===== src/rtl/pe_arb_pkg.sv =====
// Shared types and helpers for the PE global-buffer read arbiter.
package pe_arb_pkg;

  typedef enum logic {
    IDLE  = 1'b0,
    GRANT = 1'b1
  } arb_state_e;

  // Increment an index and wrap to zero at n.
  function automatic int unsigned wrap_inc(input int unsigned idx, input int unsigned n);
    return (idx + 32'd1 >= n) ? 32'd0 : idx + 32'd1;
  endfunction

endpackage


===== src/rtl/rr_priority_picker.sv =====
// Round-robin picker: first requester found searching upward from ptr+1, wrapping.
module rr_priority_picker
  import pe_arb_pkg::*;
#(
  parameter int NUM_PE = 4,
  parameter int ID_W   = $clog2(NUM_PE)
) (
  input  logic [NUM_PE-1:0] req,
  input  logic [ID_W-1:0]   ptr,
  output logic [ID_W-1:0]   winner,
  output logic              any_req
);

  int unsigned idx;
  logic        found;

  always_comb begin
    winner = '0;
    found  = 1'b0;
    idx    = wrap_inc(32'(ptr), NUM_PE);
    for (int k = 0; k < NUM_PE; k++) begin
      if (!found && req[idx[ID_W-1:0]]) begin
        winner = idx[ID_W-1:0];
        found  = 1'b1;
      end
      idx = wrap_inc(idx, NUM_PE);
    end
  end

  assign any_req = |req;

endmodule


===== src/rtl/pe_buf_read_arbiter.sv =====
// Shares one global-buffer read port among NUM_PE processing elements with
// round-robin bursts of up to MAX_BURST words and 1-cycle data return.
module pe_buf_read_arbiter
  import pe_arb_pkg::*;
#(
  parameter  int NUM_PE    = 4,
  parameter  int WIDTH     = 4,
  parameter  int MAX_BURST = 4,
  localparam int ID_W      = $clog2(NUM_PE),
  localparam int BC_W      = $clog2(MAX_BURST + 1)
) (
  input  logic              clk,
  input  logic              rst,
  input  logic [NUM_PE-1:0] pe_req,
  output logic [NUM_PE-1:0] pe_valid,
  output logic [WIDTH-1:0]  pe_data,
  output logic [NUM_PE-1:0] pe_stall,
  output logic              buf_ren,
  input  logic              buf_empty,
  input  logic [WIDTH-1:0]  buf_dout,
  output logic [ID_W-1:0]   grant_id,
  output logic              busy,
  output arb_state_e        dbg_state
);

  // Handshake: a PE holds pe_req as a level; a word is taken from the buffer in
  // any cycle where buf_ren is high (never while buf_empty), and that word
  // appears on pe_data exactly one cycle later with pe_valid set for its owner.
  // pe_stall marks requesters not served this cycle.

  arb_state_e       state, state_nx;
  logic [ID_W-1:0]  grant_q, rr_ptr, pend_id, pick_id;
  logic [BC_W-1:0]  burst_cnt;
  logic             rd_pend, any_req, last_rd, release_grant;

  rr_priority_picker #(
    .NUM_PE (NUM_PE),
    .ID_W   (ID_W)
  ) u_picker (
    .req     (pe_req),
    .ptr     (rr_ptr),
    .winner  (pick_id),
    .any_req (any_req)
  );

  always_comb begin
    state_nx      = state;
    buf_ren       = 1'b0;
    last_rd       = 1'b0;
    release_grant = 1'b0;
    case (state)
      IDLE: begin
        if (any_req) state_nx = GRANT;
      end
      GRANT: begin
        buf_ren       = pe_req[grant_q] & ~buf_empty;
        last_rd       = buf_ren & (burst_cnt == BC_W'(MAX_BURST - 1));
        release_grant = ~pe_req[grant_q] | last_rd;
        if (release_grant) state_nx = IDLE;
      end
      default: state_nx = IDLE;
    endcase
  end

  always_comb begin
    pe_valid = '0;
    pe_stall = pe_req;
    for (int i = 0; i < NUM_PE; i++) begin
      if (rd_pend && pend_id == ID_W'(i)) pe_valid[i] = 1'b1;
      if (buf_ren && grant_q == ID_W'(i)) pe_stall[i] = 1'b0;
    end
  end

  assign pe_data   = buf_dout;
  assign grant_id  = grant_q;
  assign busy      = (state != IDLE) | rd_pend;
  assign dbg_state = state;

  // rd_pend/pend_id tag the word that returns next cycle; reset drops it.
  always_ff @(posedge clk or posedge rst) begin
    if (rst) begin
      state     <= IDLE;
      grant_q   <= '0;
      rr_ptr    <= ID_W'(NUM_PE - 1);
      burst_cnt <= '0;
      rd_pend   <= 1'b0;
      pend_id   <= '0;
    end else begin
      state   <= state_nx;
      rd_pend <= buf_ren;
      pend_id <= grant_q;
      if (state == IDLE && any_req) begin
        grant_q   <= pick_id;
        burst_cnt <= '0;
      end
      if (buf_ren) burst_cnt <= burst_cnt + 1'b1;
      if (release_grant) rr_ptr <= grant_q;
    end
  end

endmodule

===== config.mk =====
export PLATFORM = sky130hd
export DESIGN_NAME = pe_buf_read_arbiter
export DESIGN_NICKNAME = d
export VERILOG_FILES = /design/src/rtl/pe_arb_pkg.sv /design/src/rtl/rr_priority_picker.sv /design/src/rtl/pe_buf_read_arbiter.sv
export SDC_FILE = /design/constraint.sdc
export NUM_CORES = 1
export LEC_CHECK = 0
export CAP_MARGIN = 20
export CORE_MARGIN = 1.5
export CORE_UTILIZATION = 50
export CTS_CLUSTER_DIAMETER = 80
export CTS_CLUSTER_SIZE = 8
export DETAILED_ROUTE_END_ITERATION = 7
export GPL_ROUTABILITY_DRIVEN = 0
export PLACE_DENSITY = 0.84
export SYNTH_ARGS = -nofsm -noshare
export SYNTH_HDL_FRONTEND = slang
export SYNTH_SLANG_ARGS = --single-unit

===== constraint.sdc =====
create_clock -name clk -period 5 [get_ports clk]
set_clock_uncertainty 0.15 [all_clocks]
set_input_delay 0.5 -clock clk [delete_from_list [all_inputs] [get_ports clk]]
set_output_delay 0.5 -clock clk [all_outputs]
set_load 0.1 [all_outputs]

## Yosys cells after proc, flatten, opt, wreduce, memory -nomap -nowiden

Cells that the tools add are included.
Widths: inputs -> output; s select.

- Register bits after elaboration: 11
- Logic and storage cells: 89
- Output and inout bits: 17
- Input bits: 11

- Multiplexer cells: 36
- Reductions and logical operators: 19
- Bitwise gates (word level): 7
- $add $sub $neg: 5
- Equality and inequality tests: 7
- $lt $le $gt $ge: 9

Operators by type and width:

| cell | number |
|---|---|
| $add 32x1->32 const B | 3 |
| $ge 32x3->1 const B | 3 |
| $mux 32 | 3 |
| $mux 1 | 20 |
| $lt 2x3->1 const B | 5 |
| $logic_and 1x1->1 | 12 |
| $bmux 1 s2 | 5 |
| $mux 2 | 5 |
| $eq 2x2->1 const B | 4 |
| $mux 3 | 2 |
| $eq 2x1->1 const B | 2 |
| $logic_not 2->1 | 2 |
| $reduce_or 4->1 | 1 |
| $add 2x1->3 const B | 1 |
| $add 3x1->3 const B | 1 |
| $eq 3x2->1 const B | 1 |
| $ge 3x3->1 const B | 1 |
| $logic_not 1->1 | 3 |
| $not 1->1 | 3 |
| $and 1x1->1 | 2 |
| $or 1x1->1 | 2 |
| $pmux 1 s2 | 1 |
| $reduce_bool 2->1 | 1 |

## Logic depth before layout (Yosys ltp)

- Depth in word-level cells: 16
- Mapped depth: 8
- Gate-level depth less buffers: 7

## Hierarchy

From an unflattened synthesis, not the netlist that was laid out.

- Cell total of the unflattened synthesis: 117
- Area, all modules: 994.7 um^2

Modules (own cells, without submodules):

| module | area each (um^2) | seq. area each (um^2) | cells an instance | instances |
|---|---|---|---|---|
| pe_buf_read_arbiter | 615.6 | 277.8 | 59 | 1 |
| rr_priority_picker | 379.1 | 0.0 | 58 | 1 |

## Worst setup path before layout

OpenSTA, ideal clock, no wires.

- Kind: register to output
- From: reg grant_q[1], in the netlist grant_id[1]
- To: out pe_stall[1]
- Data arrival time: 4.098 ns
- Stages on the path, launching flop included: 5
- Setup slack: 0.252 ns
- Buffers on the path: 0
- Required time: 4.350 ns
- Path through: dfrtp_1 mux4_2 nand3b_2 nor2_1 a21boi_0

- Word-level cells in the longest chain between the ends: 6
- Elaborated cells on any way between the ends: 7
- Classes of those cells: eq/ne (1); mux (4); bitwise (1); reduce/logical (1)

RTL lines:

| item | line | source |
|---|---|---|
| start: declaration | pe_buf_read_arbiter.sv:32 | `logic [ID_W-1:0] grant_q, rr_ptr, pend_id, pick_id;` |
| start signal: assignment | pe_buf_read_arbiter.sv:93 | `grant_q <= pick_id;` |
| $bmux 1 s2 | pe_buf_read_arbiter.sv:56 | `buf_ren = pe_req[grant_q] & ~buf_empty;` |
| $mux 1 (not written as such) | pe_buf_read_arbiter.sv:56 |  |
| $and 1x1->1 | pe_buf_read_arbiter.sv:56 |  |
| $mux 1 | pe_buf_read_arbiter.sv:51 | `case (state)` |
| $logic_and 1x1->1 * | pe_buf_read_arbiter.sv:70 | `if (buf_ren && grant_q == ID_W'(i)) pe_stall[i] = 1'b0;` |
| $mux 1 * | pe_buf_read_arbiter.sv:70 |  |
| end: declaration | pe_buf_read_arbiter.sv:17 | `output logic [NUM_PE-1:0] pe_stall,` |

Mark *: on every way between the ends. The rest lies on a longest branch, timed or not. The select of a mux whose other input is x is not followed.

## Worst setup path after layout

- From: in pe_req[3]
- To: out pe_stall[3]

- Word-level cells in the longest chain between the ends: 6

RTL lines:

| item | line | source |
|---|---|---|
| start: declaration | pe_buf_read_arbiter.sv:14 | `input logic [NUM_PE-1:0] pe_req,` |
| $bmux 1 s2 | pe_buf_read_arbiter.sv:56 |  |
| $mux 1 (not written as such) | pe_buf_read_arbiter.sv:56 |  |
| $and 1x1->1 | pe_buf_read_arbiter.sv:56 |  |
| $mux 1 | pe_buf_read_arbiter.sv:51 |  |
| $logic_and 1x1->1 | pe_buf_read_arbiter.sv:70 |  |
| $mux 1 * | pe_buf_read_arbiter.sv:70 |  |

Marks and branches as above.

==> results.md <==
* CP required at 4.35 ns
* Die Span Y at 46.8 µm
* Worst R2R Start: rr_ptr[0]
* DR DRC count at 0
* First-pass iteration count of the detailed router at 4
* Worst setup EP type: output port
* Placeable Area at 1760 µm²
* CTS tree: done
* Relative slew margins at 35.1%
* Post-CTS sizing at 0
* Number of synthesized register bits at 11
* Largest net degree at the start of global routing at 14
* Die X at 46.8 µm
* CTS Sinks at 11
* Antenna-violating nets left at 0
* Worst-path maximum fanout at 9
* Top FF cell, synth: dfrtp_1
* Fin crit share at 76.8%
* Mapped cell area at 961 µm²
* TNS Setup at 0 ns
* Mapped Cells at 96
* Slew Limit Fails at 0
* Hold crit path type: register to register
* FP Rows at 15
* Top cells by count, synth: 9 x dfrtp_1, 9 x ha_1, 9 x nand2_1
* Cell taking the most area after synthesis: dfrtp_1
* Initial core utilization at 54.5%
* Vias after detailed routing at 784
* Vias in the first global route at 715
* Share of the synthesized area in the top cell type at 23.4%
* Clock latency on the worst-skew pair at 0.26 ns
* Layout cells sized above 1 at 19.3%
* Status: finished clean
* Crit. Startpoint: pe_req[3]
* I/O pins at 28
* Final-stage net count at 135
* Ys async rst share at 100%
* Pin slew with the least headroom to its limit at 0.970 ns
* Syn_nets at 116
* Fill cells at 159
* Initial drt markers at 8
* Total GRT Usage at 19.7%
* Antenna fix cells at 0
* Grt total ovfl at 0
* Worst EP arrival at 3.19 ns
* Die area at 2190 µm²
* Postcts setup bufs at 0
* Final-report hold violation count at 0
* Clk buf depth at 2
* CTS Hold Buffers Added at 0
* Root buffer cell: clkbuf_4
* CP Launch Type: primary input
* R2R setup slack at 2.36 ns
* Clock-pin slew of the registers on the worst-case setup and hold paths at 0.07 ns
* Depth of the CTS H-tree at 1
* R2r endpoint: grant_id[0]
* HPWL after DPL at 1.51 mm
* First-pass GRT wire length at 3.08 mm
* Final hold slack at 0.373 ns
* Total Wirelength at 1.89 mm
* Initial antenna violation count at 0
* Post-synthesis cell type count at 40
* Vias per cell at 5.64
* Fmax achieved at 0.260 GHz
* P&R area growth vs syn at 21.0%
* Final setup violation count at 0
* Mean post-synth cell area at 10.0 µm²
* Sequential-to-total area share from yosys stat at 28.9%
* Critical Path End: pe_stall[3]
* Worst Setup Path Type: primary input to output port
* Reg2Reg Depth at 7
* Routed wire per std cell at 13.6 µm
* PortBufs at 19
* Top cells by area, synth: dfrtp_1 23%, ha_1 12%, dfstp_2 5.5%, mux2i_1 4.2%, nand2_1 3.5%
* RSZ-0062 raised after global routing: no
* Number of synthesized flops with an enable pin at 0
* Max-capacitance violation count at 0
* Total CTS buffers at 3
* Minimum clock period at 3.84 ns
* Yosys warns at 0
layer usage:
layer / vias to the layer above / track usage [%] / part of all wire, %
met5: - / 0 / 0
met3: 0 / 6.15 / 5.0
met1: 377 / 25.3 / 46
met4: 0 / 1.67 / 0
li1: 386 / - / -
met2: 21 / 34.0 / 49
cells in the final DEF (no fill, tap or decap), types with 2 or more instances in the layout:
cell	synthesis	routed
a21boi_0	2	2
inv_1	6	6
mux2_4	2	2
o21ai_0	4	4
o21ba_2	2	2
clkdlybuf4s50_1	0	17
nand3_1	4	4
dfrtp_1	9	9
dfstp_2	2	2
a21oi_1	2	2
buf_4	4	2
o21bai_1	2	2
nand2_1	9	9
a31oi_1	2	2
mux2i_1	4	4
or2_2	2	2
nor3_1	3	3
nor2_1	5	5
clkbuf_4	0	3
ha_1	9	9
mux2_2	2	2
flip-flops by register name, summed over array words and instances (netlist names):
register,count
burst_cnt,3
dbg_state,1
grant_id,2
pend_id,2
rd_pend,1
rr_ptr,2
worst min path at each step:
stage	from	to	cells past startpoint
after floorplan	rst	burst_cnt[0]	1
after global placement	burst_cnt[2]	burst_cnt[2]	2
after detailed placement	burst_cnt[1]	burst_cnt[1]	2
after CTS	burst_cnt[1]	burst_cnt[1]	2
after global routing	burst_cnt[0]	burst_cnt[0]	1
final	burst_cnt[1]	burst_cnt[1]	2
per-stage QoR:
stage          std cells  area [µm²]  worst slack (ns)  util [%]
2_1_floorplan         96         961             0.252         -
3_3_place_gp         135        1140              1.23      64.4
3_5_place_dp         135        1140              1.16      64.4
4_1_cts              139        1160              1.16      65.9
5_1_grt              139        1160              1.03      65.9
6_report             139        1160              1.16      65.9
layout make-up:
type                    instances  area (µm²)  share of cell area (%)
inverters                       7        26.3                    2.26
multi-input cells              73         616                    53.0
well taps                      25        31.3                    2.69
flip-flops and latches         11         278                    23.9
repair buffers                 19         185                    15.9
clock buffers                   4        26.3                    2.26
logic make-up after synthesis:
kind of cell               count (synthesis)  share of synthesized area (%)
adders and majority gates                  9                           11.7
AOI/OAI and AO/OA                         22                           17.7
buffers and inverters                     12                           7.03
DFF                                       11                           28.9
and+or+nand+nor                           32                           19.9
muxes                                     10                           14.7
critical path, cell delays in order:
cell             delay, ns
clkdlybuf4s50_1       0.54
mux4_2                0.54
nand3b_2              0.20
inv_2                 0.07
a31oi_1               0.17
clkdlybuf4s50_1       1.16
Power is left out: the tool's default activity adds up to more than one toggle a clock period on the data nets, which glitch-free logic cannot reach.
